[src/rtl/instr_fetch_queue.sv]
// Instruction fetch front-end: issues word fetches to program memory over req/ack,
// buffers {pc, instr} in a small FIFO and hands them to decode over valid/ready.
// A redirect flushes the FIFO and restarts fetching; an in-flight response is dropped.
module instr_fetch_queue #(
   parameter int unsigned INSTR_ADDR_WIDTH = 10,
   parameter int unsigned DEPTH            = 4
) (
   input  logic                          clk,
   input  logic                          rst,
   output logic                          imem_req,
   output logic [INSTR_ADDR_WIDTH-1:0]   imem_addr,
   input  logic                          imem_ack,
   input  logic [31:0]                   imem_data,
   input  logic                          redirect,
   input  logic [INSTR_ADDR_WIDTH-1:0]   redirect_pc,
   output logic                          out_valid,
   input  logic                          out_ready,
   output logic [31:0]                   out_instr,
   output logic [INSTR_ADDR_WIDTH-1:0]   out_pc,
   output logic [$clog2(DEPTH):0]        out_count
);

   localparam int unsigned PtrW = $clog2(DEPTH);
   localparam int unsigned CntW = PtrW + 1;
   localparam int unsigned AW   = INSTR_ADDR_WIDTH;

   typedef enum logic [1:0] {StIdle, StReq, StDrain} state_e;

   state_e          state_q, state_d;
   logic [AW-1:0]   addr_q, addr_d;
   logic [AW-1:0]   fetch_pc_q, fetch_pc_d;
   logic [AW-1:0]   pending_pc_q, pending_pc_d;
   logic [PtrW-1:0] rd_ptr_q, rd_ptr_d;
   logic [PtrW-1:0] wr_ptr_q, wr_ptr_d;
   logic [CntW-1:0] count_q, count_d;
   logic [AW-1:0]   pc_mem_q    [DEPTH];
   logic [31:0]     instr_mem_q [DEPTH];

   logic            push;
   logic            pop;
   logic [CntW-1:0] count_next;
   logic            credit;

   assign imem_req  = (state_q != StIdle);
   assign imem_addr = addr_q;
   assign out_valid = (count_q != '0);
   assign out_instr = instr_mem_q[rd_ptr_q];
   assign out_pc    = pc_mem_q[rd_ptr_q];
   assign out_count = count_q;

   // Redirect suppresses both FIFO ports in its cycle.
   assign pop        = out_valid && out_ready && !redirect;
   assign push       = (state_q == StReq) && imem_ack && !redirect;
   assign count_next = count_q + CntW'(push) - CntW'(pop);
   assign credit     = (count_next < CntW'(DEPTH));

   // Next-state logic: redirect takes priority over normal fetch/queue operation.
   always_comb begin
      state_d      = state_q;
      addr_d       = addr_q;
      fetch_pc_d   = fetch_pc_q;
      pending_pc_d = pending_pc_q;
      rd_ptr_d     = rd_ptr_q;
      wr_ptr_d     = wr_ptr_q;
      count_d      = count_q;
      if (redirect) begin
         rd_ptr_d = '0;
         wr_ptr_d = '0;
         count_d  = '0;
         if (state_q == StIdle || imem_ack) begin
            // Nothing left in flight: request the target next cycle.
            state_d    = StReq;
            addr_d     = redirect_pc;
            fetch_pc_d = redirect_pc;
         end else begin
            // Old request still outstanding: hold it until acked, remember the target.
            state_d      = StDrain;
            pending_pc_d = redirect_pc;
         end
      end else begin
         if (pop) rd_ptr_d = rd_ptr_q + PtrW'(1);
         if (push) wr_ptr_d = wr_ptr_q + PtrW'(1);
         count_d = count_next;
         case (state_q)
            StIdle: begin
               if (credit) begin
                  state_d = StReq;
                  addr_d  = fetch_pc_q;
               end
            end
            StReq: begin
               if (imem_ack) begin
                  fetch_pc_d = addr_q + AW'(1);
                  if (credit) addr_d  = addr_q + AW'(1);
                  else        state_d = StIdle;
               end
            end
            StDrain: begin
               if (imem_ack) begin
                  state_d    = StReq;
                  addr_d     = pending_pc_q;
                  fetch_pc_d = pending_pc_q;
               end
            end
            default: state_d = StIdle;
         endcase
      end
   end

   // Control state registers with synchronous active-low reset.
   always_ff @(posedge clk) begin
      if (!rst) begin
         state_q      <= StIdle;
         addr_q       <= '0;
         fetch_pc_q   <= '0;
         pending_pc_q <= '0;
         rd_ptr_q     <= '0;
         wr_ptr_q     <= '0;
         count_q      <= '0;
      end else begin
         state_q      <= state_d;
         addr_q       <= addr_d;
         fetch_pc_q   <= fetch_pc_d;
         pending_pc_q <= pending_pc_d;
         rd_ptr_q     <= rd_ptr_d;
         wr_ptr_q     <= wr_ptr_d;
         count_q      <= count_d;
      end
   end

   // FIFO storage; cleared on reset so the head reads as zero out of reset.
   always_ff @(posedge clk) begin
      if (!rst) begin
         for (int unsigned i = 0; i < DEPTH; i++) begin
            pc_mem_q[i]    <= '0;
            instr_mem_q[i] <= '0;
         end
      end else if (push) begin
         pc_mem_q[wr_ptr_q]    <= addr_q;
         instr_mem_q[wr_ptr_q] <= imem_data;
      end
   end

endmodule

[config.mk]
export PLATFORM = sky130hd
export DESIGN_NAME = instr_fetch_queue
export DESIGN_NICKNAME = d
export VERILOG_FILES = /design/src/rtl/instr_fetch_queue.sv
export SDC_FILE = /design/constraint.sdc
export NUM_CORES = 1
export LEC_CHECK = 0
export CORE_ASPECT_RATIO = 0.75
export CORE_MARGIN = 8
export CORE_UTILIZATION = 35
export DETAILED_ROUTE_END_ITERATION = 8
export PLACE_DENSITY_LB_ADDON = 0.1
export SLEW_MARGIN = 30
export SYNTH_ARGS = -nofsm -noshare
export SYNTH_HDL_FRONTEND = slang
export SYNTH_SLANG_ARGS = --single-unit
[constraint.sdc]
create_clock -name clk -period 5.6 [get_ports clk]
set_input_delay 1.12 -clock clk [delete_from_list [all_inputs] [get_ports clk]]
set_output_delay 1.12 -clock clk [all_outputs]
set_load 0.02 [all_outputs]
==> flow_summary.toml <==
[floorplanning]
design.die.area_sq_um = 32800
die_h_um = 159
initial_core_util_pct = 35.5
placementRows = 52
die_w_um = 207
core_sq_um = 26900
ios = 104

[routing]
wl_per_cell_um = 20.9
drtAntennaViolNets = 0
via_count = 5959
drcViolationCount = 0
drt_iter0_drc = 383
via_per_inst = 5.14
firstDrtPassIters = 5
wirelength_mm = 24.3

[critical_path]
worstSetupStartpointType = "primary input"
rrSetupSlack_ns = 1.64
critPathMaxFanout = 20
r2r_cells = 13
cp.required_ns = 6.00
cp.arrival_ns = 4.50
worstSetupPathType = "in2reg"
endpoint_kind = "register"

[timing]
post-route-period-util_pct = 73.2
tns_ns = 0
fmax_ghz = 0.244
tightest_slew_ns = 0.991
hold_viol = 0
whs_ns = 0.468
rsz0062_at_grt = "no"
setup_violations = 0
layout_min_cycle_time_ns = 4.10
maxSlewHeadroom_pct = 33.7
slew_viol_final = 0
skew_ns = 0.00824

[clock_network]
cts-resized-gates = 0
postCtsHoldBufs = 0
cts_root_buffer = "clkbuf_16"
tritoncts = "built"
clk_latency_ns = 0.50
numCtsBuffers = 23
cts-htree-levels = 1
clkTransAtPathRegs_ns = 0.06
cts_setup_buffers = 0
cts.sinks = 209
clk_path_buf_depth = 3

[logic_synthesis]
ys_seq_area_share_pct = 61.5
ys_async_sr_fraction_pct = 0
syn_nets = 757
synth_cell_types = 56
ys.flop_type = "edfxtp_1"
synthCells = 703
syn_area_sq_um = 9530
ys_ff_latch = 209
yosys_warnings = 0
syn_area_per_cell_sq_um = 13.6
synth_enable_flop_cells = 168

[global_route]
antenna_found_initial = 0
overflow = 0
grt_pass1_wl_mm = 37.5
grt.total_usage_pct = 14.8
grt_pass1_vias = 6242
grt_max_degree = 43

[power_and_ir_drop]
cellPowerDensity_nw_per_um2 = 338
finalPower_mw = 4.01
p_leak_nw = 4.17
ir_worst_vdd_v = 0.000237

[outcome]
status = "complete, no violations"

[finish]
final_common_cell = "edfxtp_1"
fin_util_pct = 44.1
finalNetCount = 847
mostFrequentLayoutCells = "edfxtp_1, and2_1, clkdlybuf4s50_1, nand2_1, mux4_2"
antenna_cells = 0
drive_above_1_share_pct = 13.7
final_cells = 1160
synthToLayoutAreaGrowth_pct = 24.3

[hold_path]
min_path_cells = 2
hp-class = "reg2reg"

[place]
gp_congestion = 0.747
dp_hpwl_mm = 14.4
place.port_buffers = 103
place_inst = 1119

[run]
drv_cap = 0
## synth_stat cells, types with 11 or more instances
library cell | number | area (sq um)
and2_1 | 162 | 1010
nor2_1 | 17 | 63.8
mux4_2 | 42 | 946
edfxtp_1 | 168 | 5040
a21boi_0 | 11 | 82.6
a31oi_1 | 13 | 81.3
inv_1 | 12 | 45.0
dfxtp_1 | 41 | 821
nand2_1 | 44 | 165
clkbuf_1 | 37 | 139
o21ai_0 | 22 | 110
## sequential cells by signal, summed over array words and instances, names as in the netlist, named ones only
register and cells:
pending_pc_q 10, wr_ptr_q 2, instr_mem_q 128, state_q 2, imem_addr 10, rd_ptr_q 2
fetch_pc_q 10, pc_mem_q 40, out_count 3
## power breakdown
| part | switching, mW | total [mW] | internal [mW] |
|---|---|---|---|
| Combinational | 0.232 | 0.412 | 0.180 |
| Sequential | 0.0616 | 1.82 | 1.75 |
| Clock | 0.614 | 1.78 | 1.17 |
## routing by layer
metal,global-route usage (%),part of all wire [%]
met3,2.52,4.7
met5,0,0
met1,19.4,45
met4,3.30,1.7
met2,25.1,49
## path summary, 6_finish.rpt
check,startpoint,to
worst min register to register,pending_pc_q[2],pending_pc_q[2]
worst max register to register,state_q[1],imem_addr[1]
worst max-delay path,redirect,imem_addr[1]
worst min-delay path,pending_pc_q[2],pending_pc_q[2]
## final cells by class
class,instances,area (sq um)
Tap cell,351,439
Sequential cell,209,5870
Timing Repair Buffer,117,1160
Multi-Input combinational cell,430,3450
Fill cell,2439,15000
Clock buffer,25,583
Clock inverter,16,308
Inverter,12,45.0
## cell families (layout without fill, tap and decap cells)
family / count (synthesis) / in the layout / synth area share (%)
AO/OA/AOI/OAI: 98 / 98 / 6.89
XOR/XNOR: 12 / 12 / 1.40
adder cells (fa/ha/maj): 7 / 7 / 0.997
buffers and inverters: 64 / 170 / 2.80
flip-flops: 209 / 209 / 61.5
multiplexers: 46 / 46 / 10.4
AND/OR/NAND/NOR: 267 / 267 / 16.0
## stage by stage
stage	setup slack (ns)	instance area (sq um)
after floorplan	0.592	9530
after global placement	1.18	10900
after detailed placement	0.992	11000
after CTS	1.51	11800
after global routing	1.24	11800
final	1.50	11800
## worst max-delay path: stages
cell and delay (ns):
clkdlybuf4s50_1 0.46, nor2b_1 0.49, nand2_1 0.19, ha_1 0.32, inv_1 0.04, ha_1 0.19, fa_1 0.41, xnor3_1 0.24
a211oi_1 0.26, o21a_2 0.44, o211ai_1 0.17, o211a_1 0.15
Power figures use the tool's default switching activity.
